`config.mk`:
```
export PLATFORM = sky130hd
export DESIGN_NAME = rr_pkt_arbiter
export DESIGN_NICKNAME = d
export VERILOG_FILES = /design/src/rtl/rr_pkt_arbiter.sv
export SDC_FILE = /design/constraint.sdc
export NUM_CORES = 1
export LEC_CHECK = 0
export ABC_AREA = 1
export BUFFER_PORTS_ARGS = -buffer_cell sky130_fd_sc_hd__buf_2
export CORE_MARGIN = 8
export CORE_UTILIZATION = 35
export DETAILED_ROUTE_END_ITERATION = 10
export HOLD_SLACK_MARGIN = 0.02
export MAX_ROUTING_LAYER = met4
export PLACE_DENSITY = 0.54
export SLEW_MARGIN = 15
export SYNTH_ARGS = -nofsm -noshare
export SYNTH_HDL_FRONTEND = slang
export SYNTH_SLANG_ARGS = --single-unit
```
`constraint.sdc`:
```
create_clock -name clk -period 1.8 [get_ports clk]
set_input_delay 0.36 -clock clk [delete_from_list [all_inputs] [get_ports clk]]
set_output_delay 0.36 -clock clk [all_outputs]
set_load 0.02 [all_outputs]
```
`src/rtl/rr_pkt_arbiter.sv`:
```
`default_nettype none
// ============================================================================
// Module      : rr_pkt_arbiter
// Description : Round-robin packet arbiter. A requester that wins keeps the
//               grant (LOCK) until it sends a beat flagged last, it reaches
//               MAX_BEATS transferred beats, or it drops its request. The
//               grant is then released for one idle cycle, and the round-robin
//               pointer moves past the released requester.
// Ports       : clk      - clock, rising edge
//               rst      - synchronous active-high reset
//               req      - [N] per-requester request (held while beats pending)
//               last     - [N] per-requester end-of-packet, used on xfer only
//               out_rdy  - downstream accepts the current beat
//               gnt      - [N] registered one-hot grant, zero when idle
//               gnt_idx  - [IW] registered index of the granted requester
//               gnt_vld  - registered, high while a grant is held
//               xfer     - combinational, one beat moves this cycle
//               ptr      - [IW] registered round-robin start index
// Revision    : 1.0 - initial release
// ============================================================================
module rr_pkt_arbiter #(
    parameter int N         = 4,
    parameter int MAX_BEATS = 16,
    parameter int IW        = $clog2(N)
) (
    input  logic          clk,
    input  logic          rst,
    input  logic [N-1:0]  req,
    input  logic [N-1:0]  last,
    input  logic          out_rdy,
    output logic [N-1:0]  gnt,
    output logic [IW-1:0] gnt_idx,
    output logic          gnt_vld,
    output logic          xfer,
    output logic [IW-1:0] ptr
);

    // The final beat a grant may carry is reached when the counter holds this.
    localparam logic [7:0] c_last_beat = 8'(MAX_BEATS - 1);

    typedef enum logic [0:0] {
        S_IDLE = 1'b0,
        S_LOCK = 1'b1
    } state_t;

    state_t        r_state;
    state_t        w_state_nxt;
    logic [N-1:0]  r_gnt;
    logic [N-1:0]  w_gnt_nxt;
    logic [IW-1:0] r_idx;
    logic [IW-1:0] w_idx_nxt;
    logic [IW-1:0] r_ptr;
    logic [IW-1:0] w_ptr_nxt;
    logic [7:0]    r_cnt;
    logic [7:0]    w_cnt_nxt;

    logic [IW-1:0] w_win_hi;
    logic [IW-1:0] w_win_any;
    logic          w_hi_found;
    logic [IW-1:0] w_win;
    logic          w_xfer;
    logic          w_release;

    // ------------------------------------------------------------------------
    // Winner search. Scanning from the top down lets the lowest qualifying
    // index overwrite earlier hits; w_win_hi only accepts indices at or above
    // the pointer, w_win_any is the wrap-around fallback.
    // ------------------------------------------------------------------------
    always_comb begin
        w_win_hi   = '0;
        w_win_any  = '0;
        w_hi_found = 1'b0;
        for (int i = N - 1; i >= 0; i--) begin
            if (req[i]) begin
                w_win_any = IW'(i);
                if (IW'(i) >= r_ptr) begin
                    w_win_hi   = IW'(i);
                    w_hi_found = 1'b1;
                end
            end
        end
        w_win = w_hi_found ? w_win_hi : w_win_any;
    end

    // Reset gating keeps xfer quiet while rst is asserted, even if a grant
    // was still being held when reset arrived.
    assign w_xfer = (r_state == S_LOCK) & req[r_idx] & out_rdy & ~rst;

    // A single release covers any mix of last, beat limit and withdrawal.
    assign w_release = (w_xfer & last[r_idx])
                     | (w_xfer & (r_cnt == c_last_beat))
                     | ~req[r_idx];

    // ------------------------------------------------------------------------
    // Next-state and next-output logic
    // ------------------------------------------------------------------------
    always_comb begin
        w_state_nxt = r_state;
        w_gnt_nxt   = r_gnt;
        w_idx_nxt   = r_idx;
        w_ptr_nxt   = r_ptr;
        w_cnt_nxt   = r_cnt;
        case (r_state)
            S_IDLE: begin
                if (|req) begin
                    w_state_nxt       = S_LOCK;
                    w_gnt_nxt         = '0;
                    w_gnt_nxt[w_win]  = 1'b1;
                    w_idx_nxt         = w_win;
                    w_cnt_nxt         = '0;
                end
            end
            S_LOCK: begin
                if (w_release) begin
                    w_state_nxt = S_IDLE;
                    w_gnt_nxt   = '0;
                    w_idx_nxt   = '0;
                    w_ptr_nxt   = (r_idx == IW'(N - 1)) ? '0 : r_idx + 1'b1;
                end else if (w_xfer && (r_cnt != 8'hFF)) begin
                    w_cnt_nxt = r_cnt + 8'd1;
                end
            end
            default: begin
                w_state_nxt = S_IDLE;
                w_gnt_nxt   = '0;
                w_idx_nxt   = '0;
            end
        endcase
    end

    // ------------------------------------------------------------------------
    // State register
    // ------------------------------------------------------------------------
    always_ff @(posedge clk) begin
        if (rst) begin
            r_state <= S_IDLE;
            r_gnt   <= '0;
            r_idx   <= '0;
            r_ptr   <= '0;
            r_cnt   <= '0;
        end else begin
            r_state <= w_state_nxt;
            r_gnt   <= w_gnt_nxt;
            r_idx   <= w_idx_nxt;
            r_ptr   <= w_ptr_nxt;
            r_cnt   <= w_cnt_nxt;
        end
    end

    assign gnt     = r_gnt;
    assign gnt_idx = r_idx;
    assign gnt_vld = (r_state == S_LOCK);
    assign xfer    = w_xfer;
    assign ptr     = r_ptr;

endmodule
`default_nettype wire
```
==> metrics.json, run 1 <==
{
  "run_status": {
    "status": "finished clean"
  },
  "timing": {
    "finalSetupViolCount": 0,
    "worst_slew_pin_slew_ns": 0.273,
    "fin_tns_setup_ns": 0,
    "final_period_minus_worst_setup_slack_ns": 1.66,
    "rsz0062_at_grt": "false",
    "fin_worst_skew_ns": 0.00560,
    "max_slew_margin_pct": 81.7,
    "layout_worst_path_cycle_share_pct": 92.3,
    "hold_ws_ns": 0.363,
    "timing_max_transition_violations_final": 0,
    "timing.final.hold_violations": 0,
    "clock.fmax_mhz": 602
  },
  "cts": {
    "cts.repair_timing.setup_buffer_count": 0,
    "cts_sinks": 17,
    "ctsResizeCount": 0,
    "cts.htree.levels": 1,
    "cts_buffer_depth": 2,
    "insertion_delay_ns": 0.29,
    "post_cts_hold_buffer_count": 0,
    "clkTransAtPathRegs_ns": 0.10,
    "clock_tree_from_tritoncts": "built",
    "clockRootBuffer": "sky130_fd_sc_hd__clkbuf_4",
    "cts_inserted_buffers": 3
  },
  "floorplanning": {
    "coreArea_um2": 3260,
    "fp.dieArea_um2": 5420,
    "floorplan.rows": 21,
    "design.portCount": 21,
    "floorplan.die.height_um": 73.6,
    "die_width_um": 73.6,
    "initial_utilization_pct": 35.7
  },
  "logic_synthesis": {
    "postSynthCellCount": 168,
    "seq_area_frac_synth_pct": 29.3,
    "mappedNetlistArea_um2": 1160,
    "avgSynthCellArea_um2": 6.92,
    "syn-num-nets": 181,
    "number_of_distinct_library_cells_after_synthesis": 31,
    "synth-warning-count": 0,
    "post_synthesis_register_bit_count": 17
  },
  "setup_path": {
    "timing.critical_path.arrival_ns": 1.30,
    "regToRegEndpoint": "r_cnt[6]$_SDFFE_PP0P_",
    "crit_fanout": 6,
    "regToRegStartpoint": "r_cnt[1]$_SDFFE_PP0P_",
    "worst_r2r_path_depth": 9,
    "cp.required_ns": 1.44,
    "worst_setup_path_end_kind": "output pin",
    "ff2ff_setup_slack_ns": 0.26,
    "worst-setup-path-type": "flip-flop to output pin",
    "worstSetupStartpointType": "flip-flop"
  },
  "hold_path": {
    "hp-start": "rst",
    "hold_path.class": "primary input to flip-flop",
    "min_to": "r_cnt[0]$_SDFFE_PP0P_",
    "worst_hold_path.num_cells": 4
  },
  "pwr": {
    "ir_drop_mv": 0.228,
    "leakage_nw": 0.612,
    "cellPowerDensity_nw_per_um2": 684,
    "design_power_total_mw": 0.933
  },
  "cells_and_area": {
    "final_area_um2": 1360,
    "layout.nets": 208,
    "n_antenna_cell": 0,
    "post_route_cells_drive_above_1_share_pct": 25.3,
    "areaGrowthSynthToFinish_pct": 17.3
  },
  "route": {
    "first_drt_pass_iteration_count": 4,
    "route.detailed.vias_per_inst": 4.77,
    "drt-wirelength-per-cell_um": 11.7,
    "drt_iter0_markers": 46,
    "antenna_left": 0,
    "drc": 0,
    "dr_total_vias": 1144,
    "routed_wl_mm": 2.80
  },
  "global_routing": {
    "grt_first_pass_wirelength_mm": 5.09,
    "grt_usage_pct": 12.0,
    "grt_max_degree": 14,
    "grt.overflow.total": 0,
    "number_of_antenna_violations_at_the_first_check_in_global_routing": 0,
    "first_global_vias": 1167
  },
  "placed_design": {
    "placed_area_um2": 1340,
    "gpl.final_weighted_congestion": 0.874,
    "portBuffers": 20,
    "post-dp-hpwl_mm": 2.25
  },
  "run": {
    "max_cap_viol": 0
  }
}
[flip-flops by register name (all words and copies together) (netlist names)]
| register | count |
|---|---|
| ptr | 2 |
| r_cnt | 8 |
| gnt | 4 |
| gnt_vld | 1 |
| gnt_idx | 2 |
[layout make-up]
cell class	instances	area, um2
fillers	385	1890
multi-input cells	127	721
flip-flops and latches	17	340
repair buffers	25	138
inverters	21	81.3
well taps	46	57.6
clock buffers	4	26.3
[worst max path at each step]
stage / start / end / slack [ns] / cells after the start
3_3_place_gp: rst / r_cnt[0]$_SDFFE_PP0P_ / 0.28 / 9
5_1_grt: gnt_idx[0]$_SDFFE_PP0P_ / xfer / 0.04 / 6
2_1_floorplan: gnt_vld$_SDFF_PP0_ / r_cnt[0]$_SDFFE_PP0P_ / 0.33 / 8
3_5_place_dp: rst / r_cnt[0]$_SDFFE_PP0P_ / 0.26 / 10
6_report: gnt_idx[1]$_SDFFE_PP0P_ / xfer / 0.14 / 5
4_1_cts: gnt_idx[1]$_SDFFE_PP0P_ / xfer / 0.11 / 5
[placed cells by master, fill, tap and decap left out, types with 2 or more instances in the layout]
| master | Yosys | final |
|---|---|---|
| sky130_fd_sc_hd__ha_1 | 2 | 2 |
| sky130_fd_sc_hd__a21oi_1 | 14 | 14 |
| sky130_fd_sc_hd__clkbuf_4 | 0 | 3 |
| sky130_fd_sc_hd__inv_2 | 2 | 2 |
| sky130_fd_sc_hd__o21ai_0 | 4 | 4 |
| sky130_fd_sc_hd__xnor2_1 | 2 | 2 |
| sky130_fd_sc_hd__nand2_2 | 4 | 4 |
| sky130_fd_sc_hd__nand4_1 | 3 | 3 |
| sky130_fd_sc_hd__inv_1 | 17 | 17 |
| sky130_fd_sc_hd__nand3_1 | 27 | 27 |
| sky130_fd_sc_hd__dfxtp_1 | 17 | 17 |
| sky130_fd_sc_hd__nand3_4 | 2 | 2 |
| sky130_fd_sc_hd__nand2_4 | 3 | 3 |
| sky130_fd_sc_hd__nand3_2 | 2 | 2 |
| sky130_fd_sc_hd__buf_4 | 0 | 5 |
| sky130_fd_sc_hd__nand2_1 | 30 | 30 |
| sky130_fd_sc_hd__nor2_4 | 2 | 2 |
| sky130_fd_sc_hd__buf_2 | 1 | 20 |
| sky130_fd_sc_hd__nor2_1 | 21 | 21 |
| sky130_fd_sc_hd__xor2_1 | 2 | 2 |
[per-layer routing]
layer	GRT usage [%]	vias to the layer above	wire length, um
met3	3.14	6	190
met2	18.9	23	1210
li1	-	605	-
met4	5.54	0	55
met5	-	-	0
met1	13.8	510	1350
[cell usage after synthesis]
| cell | n | area share, % |
|---|---|---|
| sky130_fd_sc_hd__nand2_1 | 30 | 9.7 |
| sky130_fd_sc_hd__nand3_1 | 27 | 12 |
| sky130_fd_sc_hd__nor2_1 | 21 | 6.8 |
| sky130_fd_sc_hd__dfxtp_1 | 17 | 29 |
| sky130_fd_sc_hd__inv_1 | 17 | 5.5 |
| sky130_fd_sc_hd__a21oi_1 | 14 | 6.0 |
| sky130_fd_sc_hd__nand2_2 | 4 | 2.2 |
| sky130_fd_sc_hd__o21ai_0 | 4 | 1.7 |
| sky130_fd_sc_hd__nand2_4 | 3 | 2.9 |
| sky130_fd_sc_hd__nand4_1 | 3 | 1.6 |
| sky130_fd_sc_hd__ha_1 | 2 | 2.2 |
| sky130_fd_sc_hd__inv_2 | 2 | 0.65 |
| sky130_fd_sc_hd__nand3_2 | 2 | 1.7 |
| sky130_fd_sc_hd__nand3_4 | 2 | 3.0 |
| sky130_fd_sc_hd__nor2_4 | 2 | 1.9 |
| sky130_fd_sc_hd__xnor2_1 | 2 | 1.5 |
| sky130_fd_sc_hd__xor2_1 | 2 | 1.5 |
| sky130_fd_sc_hd__a22oi_1 | 1 | 0.65 |
| sky130_fd_sc_hd__and2_4 | 1 | 0.75 |
| sky130_fd_sc_hd__buf_2 | 1 | 0.43 |
| sky130_fd_sc_hd__buf_6 | 1 | 0.97 |
| sky130_fd_sc_hd__clkbuf_1 | 1 | 0.32 |
| sky130_fd_sc_hd__clkinv_1 | 1 | 0.32 |
| sky130_fd_sc_hd__inv_4 | 1 | 0.54 |
| sky130_fd_sc_hd__nand4_2 | 1 | 1.1 |
| sky130_fd_sc_hd__nor2_2 | 1 | 0.54 |
| sky130_fd_sc_hd__nor2_8 | 1 | 1.7 |
| sky130_fd_sc_hd__nor3_1 | 1 | 0.43 |
| sky130_fd_sc_hd__o21a_1 | 1 | 0.65 |
| sky130_fd_sc_hd__o21ai_1 | 1 | 0.43 |
| sky130_fd_sc_hd__o21ai_4 | 1 | 1.4 |
[metrics by stage]
stage               cells  setup slack, ns  util [%]
finish                240            0.139      41.9
CTS                   240            0.111      41.9
global placement      236            0.275      41.1
global route          240           0.0398      41.9
floorplan             168            0.328         -
detailed placement    236            0.261      41.1
[logic make-up after synthesis]
| family | Yosys count | synth area share (%) |
|---|---|---|
| fa+ha+maj | 2 | 2.15 |
| compound gates | 22 | 10.9 |
| flops | 17 | 29.3 |
| xor+xnor | 4 | 3.01 |
| simple gates | 99 | 46.0 |
| buf+inv | 24 | 8.72 |
[critical path, cell delays in order (launching register included)]
cell and delay, ns:
sky130_fd_sc_hd__dfxtp_1 0.47, sky130_fd_sc_hd__inv_1 0.11, sky130_fd_sc_hd__nand3_2 0.11, sky130_fd_sc_hd__nand3_4 0.11, sky130_fd_sc_hd__inv_1 0.06, sky130_fd_sc_hd__buf_2 0.15
[where the power goes]
part,switching [mW],internal (mW)
clock,0.123,0.0861
sequential,0.0218,0.400
combinational,0.195,0.107
total,0.339,0.593
No activity file was read; power rests on OpenSTA's default activity.
==> run 2: changes to the inputs <==
--- a/config.mk
+++ b/config.mk
@@ -5,14 +5,14 @@
 export SDC_FILE = /design/constraint.sdc
 export NUM_CORES = 1
 export LEC_CHECK = 0
-export ABC_AREA = 1
 export BUFFER_PORTS_ARGS = -buffer_cell sky130_fd_sc_hd__buf_2
+export CAP_MARGIN = 15
 export CORE_MARGIN = 8
 export CORE_UTILIZATION = 35
 export DETAILED_ROUTE_END_ITERATION = 10
 export HOLD_SLACK_MARGIN = 0.02
 export MAX_ROUTING_LAYER = met4
-export PLACE_DENSITY = 0.54
+export PLACE_DENSITY = 0.56
 export SLEW_MARGIN = 15
 export SYNTH_ARGS = -nofsm -noshare
 export SYNTH_HDL_FRONTEND = slang
==> constraint.sdc (replaced) <==
create_clock -name clk -period 1.99 [get_ports clk]
set_input_delay 0.398 -clock clk [delete_from_list [all_inputs] [get_ports clk]]
set_output_delay 0.398 -clock clk [all_outputs]
set_load 0.02 [all_outputs]
==> run 2 against run 1 <==
Compared with the run above:
- global-route usage hardly changed
- register-to-register slack lost 0.22 ns
- non-clock buffer count increased by 7
- worst hold slack improved by 0.082 ns
- core utilization up 3.7 points
- largest power group unchanged
- final area decreased by 10%
- critical path depth shrank 1
- area after synthesis down 17%
==> metrics.json, run 2 <==
{
  "global_routing": {
    "grt_first_pass_wirelength_mm": 4.14,
    "number_of_antenna_violations_at_the_first_check_in_global_routing": 0,
    "grt_max_degree": 14,
    "grt_usage_pct": 12.0,
    "first_global_vias": 953,
    "grt.overflow.total": 0
  },
  "setup_path": {
    "crit_path_top_delay_cell": "sky130_fd_sc_hd__mux4_2",
    "cp.required_ns": 1.59,
    "regToRegStartpoint": "gnt_idx[0]$_SDFFE_PP0P_",
    "worst-path-buf-inv": 2,
    "critPathTopFamily": "multiplexers",
    "slowest_delay_ns": 0.53,
    "worst_r2r_path_depth": 5,
    "worst_setup_path_end_kind": "output pin",
    "ff2ff_setup_slack_ns": 0.04,
    "path_common_cell": "sky130_fd_sc_hd__buf_6",
    "worst-setup-path-type": "flip-flop to output pin",
    "crit_fanout": 3,
    "crit_path_cell_trace": "buf_6 -> mux4_2 -> and2_4 -> buf_6",
    "regToRegEndpoint": "r_cnt[7]$_SDFFE_PP0P_",
    "worstSetupStartpointType": "flip-flop",
    "timing.critical_path.arrival_ns": 1.57
  },
  "route": {
    "drt-wirelength-per-cell_um": 14.6,
    "routed_wl_mm": 2.53,
    "route.detailed.vias_per_inst": 5.62,
    "antenna_left": 0,
    "dr_total_vias": 973,
    "first_drt_pass_iteration_count": 4,
    "drt_iter0_markers": 45,
    "drc": 0
  },
  "cells_and_area": {
    "final_util_pct": 45.6,
    "post_route_cells_drive_above_1_share_pct": 32.4,
    "registers.top_by_ff_count": "r_cnt",
    "layout_commonest_cell": "sky130_fd_sc_hd__buf_2",
    "layout_common_cells": "sky130_fd_sc_hd__buf_2 (19), sky130_fd_sc_hd__dfxtp_1 (16), sky130_fd_sc_hd__a21oi_1 (13)",
    "layout.nets": 156,
    "number_of_flip_flops_under_the_largest_register_name": 8,
    "areaGrowthSynthToFinish_pct": 27.5,
    "n_antenna_cell": 0,
    "n_fill_cell": 291
  },
  "cts": {
    "post_cts_hold_buffer_count": 0,
    "cts_buffer_depth": 2,
    "clkTransAtPathRegs_ns": 0.10,
    "cts.htree.levels": 1,
    "cts_inserted_buffers": 3,
    "cts_sinks": 17,
    "clockRootBuffer": "sky130_fd_sc_hd__clkbuf_4",
    "clock_tree_from_tritoncts": "built",
    "insertion_delay_ns": 0.29
  },
  "timing": {
    "clock.fmax_mhz": 509,
    "final_period_minus_worst_setup_slack_ns": 1.96,
    "fin_worst_skew_ns": 0.00361,
    "hold_ws_ns": 0.445,
    "worst_slew_pin_slew_ns": 0.450,
    "timing_max_transition_violations_final": 0,
    "layout_worst_path_cycle_share_pct": 98.7,
    "max_slew_margin_pct": 69.7,
    "finalSetupViolCount": 0,
    "timing.final.hold_violations": 0,
    "fin_tns_setup_ns": 0,
    "rsz0062_at_grt": "true"
  },
  "floorplanning": {
    "floorplan.rows": 19,
    "die_width_um": 68.4,
    "initial_utilization_pct": 35.7,
    "floorplan.die.height_um": 68.4,
    "coreArea_um2": 2690,
    "fp.dieArea_um2": 4670,
    "design.portCount": 21
  },
  "hold_path": {
    "hold_path.class": "primary input to flip-flop",
    "min_to": "gnt_idx[0]$_SDFFE_PP0P_",
    "hp-start": "rst",
    "worst_hold_path.num_cells": 3
  },
  "logic_synthesis": {
    "syn-num-nets": 123,
    "synthTopCellsByCount": "sky130_fd_sc_hd__dfxtp_1 (17), sky130_fd_sc_hd__a21oi_1 (14), sky130_fd_sc_hd__o21ai_0 (9)",
    "yosys.area.top_type_share_pct": 35.5,
    "post_synth_and_or_nand_nor_area_fraction_pct": 25.9,
    "synth_mux_area_share_pct": 5.08,
    "seq_area_frac_synth_pct": 35.5,
    "dominant_combinational_cell_family_by_area_after_synthesis": "compound AO/OA/AOI/OAI gates",
    "synth-warning-count": 0,
    "yosys.area_share.xor_xnor_pct": 0,
    "synth-main-ff-cell": "sky130_fd_sc_hd__dfxtp_1",
    "mappedNetlistArea_um2": 960,
    "number_of_distinct_library_cells_after_synthesis": 36,
    "synth_compound_gate_area_share_pct": 27.9,
    "post-synth-top-count-cell": "sky130_fd_sc_hd__dfxtp_1",
    "post_synthesis_register_bit_count": 17,
    "asyncSetResetFlopFracSynth_pct": 0,
    "post_synth_fa_ha_maj_area_fraction_pct": 2.61,
    "synth-edff-count": 0,
    "synth_area_leaders": "sky130_fd_sc_hd__dfxtp_1 (35%), sky130_fd_sc_hd__a21oi_1 (7.3%), sky130_fd_sc_hd__o21ai_0 (4.7%)",
    "synth_top_area_cell": "sky130_fd_sc_hd__dfxtp_1",
    "avgSynthCellArea_um2": 8.72,
    "postSynthCellCount": 110
  },
  "pwr": {
    "ir_drop_mv": 0.501,
    "design_power_total_mw": 0.735,
    "cellPowerDensity_nw_per_um2": 600,
    "leakage_nw": 0.488
  },
  "run": {
    "max_cap_viol": 0
  },
  "placed_design": {
    "portBuffers": 20,
    "gpl.final_weighted_congestion": 0.794,
    "post-dp-hpwl_mm": 1.92
  },
  "run_status": {
    "status": "finished clean"
  }
}
[run 2: cell types whose count changed after synthesis, sizes merged, moves of 3 or more]
cell	change
a22oi	+3
inv	-17
nand2	-35
nand3	-23
nand3b	+3
nand4	-3
nand4b	+3
nor2	-21
o21ai	+3
o31ai	+3
or2	+3
or3	+3
or4	+4
[run 2: cell families after synthesis]
family                   count (synthesis)
AO/OA/AOI/OAI                           41
AND/OR/NAND/NOR                         41
flip-flops                              17
buffers and inverters                    7
multiplexers                             2
adder cells (fa/ha/maj)                  2
[run 2: worst max-delay path by stage]
stage / from / endpoint / slack [ns] / cells after the start
3_5_place_dp: last[3] / r_cnt[7]$_SDFFE_PP0P_ / -0.11 / 6
3_3_place_gp: last[3] / r_cnt[7]$_SDFFE_PP0P_ / -0.06 / 6
2_1_floorplan: gnt_idx[0]$_SDFFE_PP0P_ / r_cnt[5]$_SDFFE_PP0P_ / 0.02 / 5
5_1_grt: gnt_idx[0]$_SDFFE_PP0P_ / xfer / -0.04 / 4
6_report: gnt_idx[0]$_SDFFE_PP0P_ / xfer / 0.03 / 4
4_1_cts: gnt_idx[0]$_SDFFE_PP0P_ / xfer / 0.01 / 4
[run 2: what timing repair did]
action | CTS | global route
endpoints found under the setup margin | 1 | 11
gates resized for setup | 5 | 4
pin swaps | 0 | 3
buffers inserted | 1 | 0
endpoints found under the hold margin | 0 | 0
gates cloned | 0 | 0
[run 2: metal layers]
metal  wire (um)  GRT usage (%)  up-vias
met5           0              -        -
met4          27           4.60        0
met3          62           3.44        4
met2        1400           21.7        9
met1        1040           11.8      468
li1            -              -      492
[run 2: cell type report]
cell class / instances / area [um2] / share of cell area, %
inverters: 3 / 11.3 / 0.920
repair buffers: 32 / 204 / 16.7
clock inverters: 1 / 5.00 / 0.409
multi-input cells: 86 / 601 / 49.1
flip-flops and latches: 17 / 342 / 27.9
well taps: 31 / 38.8 / 3.17
clock buffers: 3 / 22.5 / 1.84
[run 2: stage by stage]
stage / instances / worst slack (ns) / area, um2
final: 173 / 0.0254 / 1220
after global placement: 168 / -0.0555 / 1160
after CTS: 173 / 0.0120 / 1210
after detailed placement: 168 / -0.114 / 1160
after floorplan: 110 / 0.0165 / 961
after global routing: 173 / -0.0443 / 1220
[run 2: report_power, final]
part           switching (mW)  internal [mW]
clock network           0.113         0.0748
registers              0.0101          0.354
logic                  0.0977         0.0854
total                   0.220          0.514
[run 2: tightest hold or removal path: stages]
cell and delay (ns):
sky130_fd_sc_hd__buf_2 0.08, sky130_fd_sc_hd__buf_4 0.17, sky130_fd_sc_hd__a21oi_1 0.05
==> run 3: changes to the inputs <==
--- a/config.mk
+++ b/config.mk
@@ -7,8 +7,10 @@
 export LEC_CHECK = 0
 export BUFFER_PORTS_ARGS = -buffer_cell sky130_fd_sc_hd__buf_2
 export CAP_MARGIN = 15
+export CORE_ASPECT_RATIO = 0.6
 export CORE_MARGIN = 8
 export CORE_UTILIZATION = 35
+export CTS_BUF_LIST = sky130_fd_sc_hd__clkbuf_4
 export DETAILED_ROUTE_END_ITERATION = 10
 export HOLD_SLACK_MARGIN = 0.02
 export MAX_ROUTING_LAYER = met4
==> run 3 against run 2 <==
Compared with the run above:
- total power rose by 1.4%
- final cell count did not move
- critical endpoint is now r_cnt[5]$_SDFFE_PP0P_
- core utilization rose by 2.4 points
- clock skew grew 0.0083 ns
- fmax is 0.57% higher
==> metrics.json, run 3 (same netlist as run 2, synthesis figures left out) <==
{
  "global_routing": {
    "first_global_vias": 923,
    "number_of_antenna_violations_at_the_first_check_in_global_routing": 0,
    "grt.overflow.total": 0,
    "grt_first_pass_wirelength_mm": 4.31,
    "grt_usage_pct": 11.0,
    "grt_max_degree": 14
  },
  "hold_path": {
    "hold_path.class": "primary input to flip-flop",
    "hp-start": "rst"
  },
  "cells_and_area": {
    "n_antenna_cell": 0,
    "layout_common_cells": "sky130_fd_sc_hd__buf_2 (19), sky130_fd_sc_hd__dfxtp_1 (16), sky130_fd_sc_hd__a21oi_1 (12)",
    "final_area_um2": 1230,
    "areaGrowthSynthToFinish_pct": 27.9,
    "n_fill_cell": 261,
    "multi_input_gate_area_um2": 612,
    "layout_commonest_cell": "sky130_fd_sc_hd__buf_2",
    "post_route_cells_drive_above_1_share_pct": 34.0,
    "number_of_flip_flops_under_the_largest_register_name": 8,
    "layout.nets": 155,
    "registers.top_by_ff_count": "r_cnt",
    "ff_latch_area_um2": 342
  },
  "setup_path": {
    "regToRegEndpoint": "r_cnt[5]$_SDFFE_PP0P_",
    "ff2ff_setup_slack_ns": 0.04,
    "regToRegStartpoint": "gnt_idx[0]$_SDFFE_PP0P_",
    "worst-setup-path-type": "flip-flop to flip-flop",
    "timing.critical_path.arrival_ns": 2.19,
    "critPathCapture": "r_cnt[5]$_SDFFE_PP0P_",
    "worst_setup_path_end_kind": "flip-flop",
    "crit_fanout": 7,
    "setup.worst_path.start": "gnt_idx[0]$_SDFFE_PP0P_",
    "worst_r2r_path_depth": 5,
    "worstSetupStartpointType": "flip-flop",
    "cp.required_ns": 2.23
  },
  "floorplanning": {
    "coreArea_um2": 2560,
    "floorplan.rows": 14,
    "floorplan.die.height_um": 56.6,
    "fp.dieArea_um2": 4730,
    "initial_utilization_pct": 37.5,
    "design.portCount": 21,
    "die_width_um": 83.6
  },
  "placed_design": {
    "gpl.final_weighted_congestion": 0.837,
    "portBuffers": 20,
    "placed_area_um2": 1150,
    "post-dp-hpwl_mm": 2.01
  },
  "route": {
    "drc": 0,
    "drt-wirelength-per-cell_um": 15.1,
    "drt_iter0_markers": 86,
    "routed_wl_mm": 2.62,
    "first_drt_pass_iteration_count": 4,
    "antenna_left": 0,
    "dr_total_vias": 947,
    "route.detailed.vias_per_inst": 5.47
  },
  "pwr": {
    "design_power_total_mw": 0.745,
    "cellPowerDensity_nw_per_um2": 607,
    "ir_drop_mv": 0.286,
    "leakage_nw": 0.485
  },
  "run": {
    "max_cap_viol": 0
  },
  "cts": {
    "cts_inserted_buffers": 3,
    "clkTransAtPathRegs_ns": 0.10,
    "post_cts_hold_buffer_count": 0,
    "insertion_delay_ns": 0.29,
    "cts.htree.levels": 1,
    "clock_tree_from_tritoncts": "built",
    "cts_buffer_depth": 2,
    "clockRootBuffer": "sky130_fd_sc_hd__clkbuf_4",
    "cts_sinks": 17
  },
  "timing": {
    "clock.fmax_mhz": 512,
    "max_slew_margin_pct": 70.5,
    "finalSetupViolCount": 0,
    "timing_max_transition_violations_final": 0,
    "timing.final.hold_violations": 0,
    "rsz0062_at_grt": "true",
    "hold_ws_ns": 0.476,
    "layout_worst_path_cycle_share_pct": 98.2,
    "final_period_minus_worst_setup_slack_ns": 1.95,
    "worst_slew_pin_slew_ns": 0.440,
    "fin_worst_skew_ns": 0.0119
  },
  "run_status": {
    "status": "finished clean"
  }
}
[run 3: power breakdown]
group | internal, mW | switching, mW | total [mW]
clock | 0.0915 | 0.107 | 0.199
sequential | 0.354 | 0.0106 | 0.365
combinational | 0.0820 | 0.0992 | 0.181
total | 0.528 | 0.217 | 0.745
[run 3: metal layers]
layer / part of all wire [%] / GRT usage, % / vias up
met5: 0 / - / -
met2: 38 / 14.7 / 22
met4: 0 / 1.22 / 0
li1: - / - / 493
met1: 56 / 15.3 / 432
met3: 5.4 / 4.46 / 0
[run 3: through the flow]
stage	utilization, %	setup TNS (ns)	instances	setup WS, ns
floorplan	-	0	110	0.0165
global placement	45.0	-0.238	167	-0.0707
detailed placement	45.0	-0.322	167	-0.0994
CTS	46.9	0	173	0.0206
global route	48.0	-0.0337	173	-0.0328
finish	48.0	0	173	0.0365
[run 3: final cells by class]
| cell class | count | area share, % |
|---|---|---|
| Timing Repair Buffer | 31 | 15.7 |
| Clock buffer | 4 | 2.45 |
| Multi-Input combinational cell | 86 | 49.8 |
| Tap cell | 32 | 3.26 |
| Sequential cell | 17 | 27.8 |
| Inverter | 3 | 0.917 |
[run 3: how the worst min path moves through the flow]
stage                                  to  slack [ns]  cells after the start
floorplan           r_cnt[7]$_SDFFE_PP0P_        0.46                      2
global placement      ptr[0]$_SDFFE_PP0P_        0.49                      2
detailed placement  r_cnt[7]$_SDFFE_PP0P_        0.49                      2
CTS                   ptr[0]$_SDFFE_PP0P_        0.47                      3
global route          ptr[0]$_SDFFE_PP0P_        0.49                      3
finish                ptr[0]$_SDFFE_PP0P_        0.48                      3
[run 3: timing repair]
item                                    in CTS  in global routing
pin swaps                                    1                  3
endpoints found under the setup margin       1                 11
buffers inserted                             2                  0
cloned                                       0                  0
resized for setup                            3                  8
[run 3: worst max-delay path, stage by stage, from the launching register on]
cell,delay (ns)
sky130_fd_sc_hd__dfxtp_2,0.36
sky130_fd_sc_hd__mux4_2,0.50
sky130_fd_sc_hd__o21bai_4,0.20
sky130_fd_sc_hd__a21o_4,0.23
sky130_fd_sc_hd__or4_4,0.48
sky130_fd_sc_hd__a21oi_2,0.13
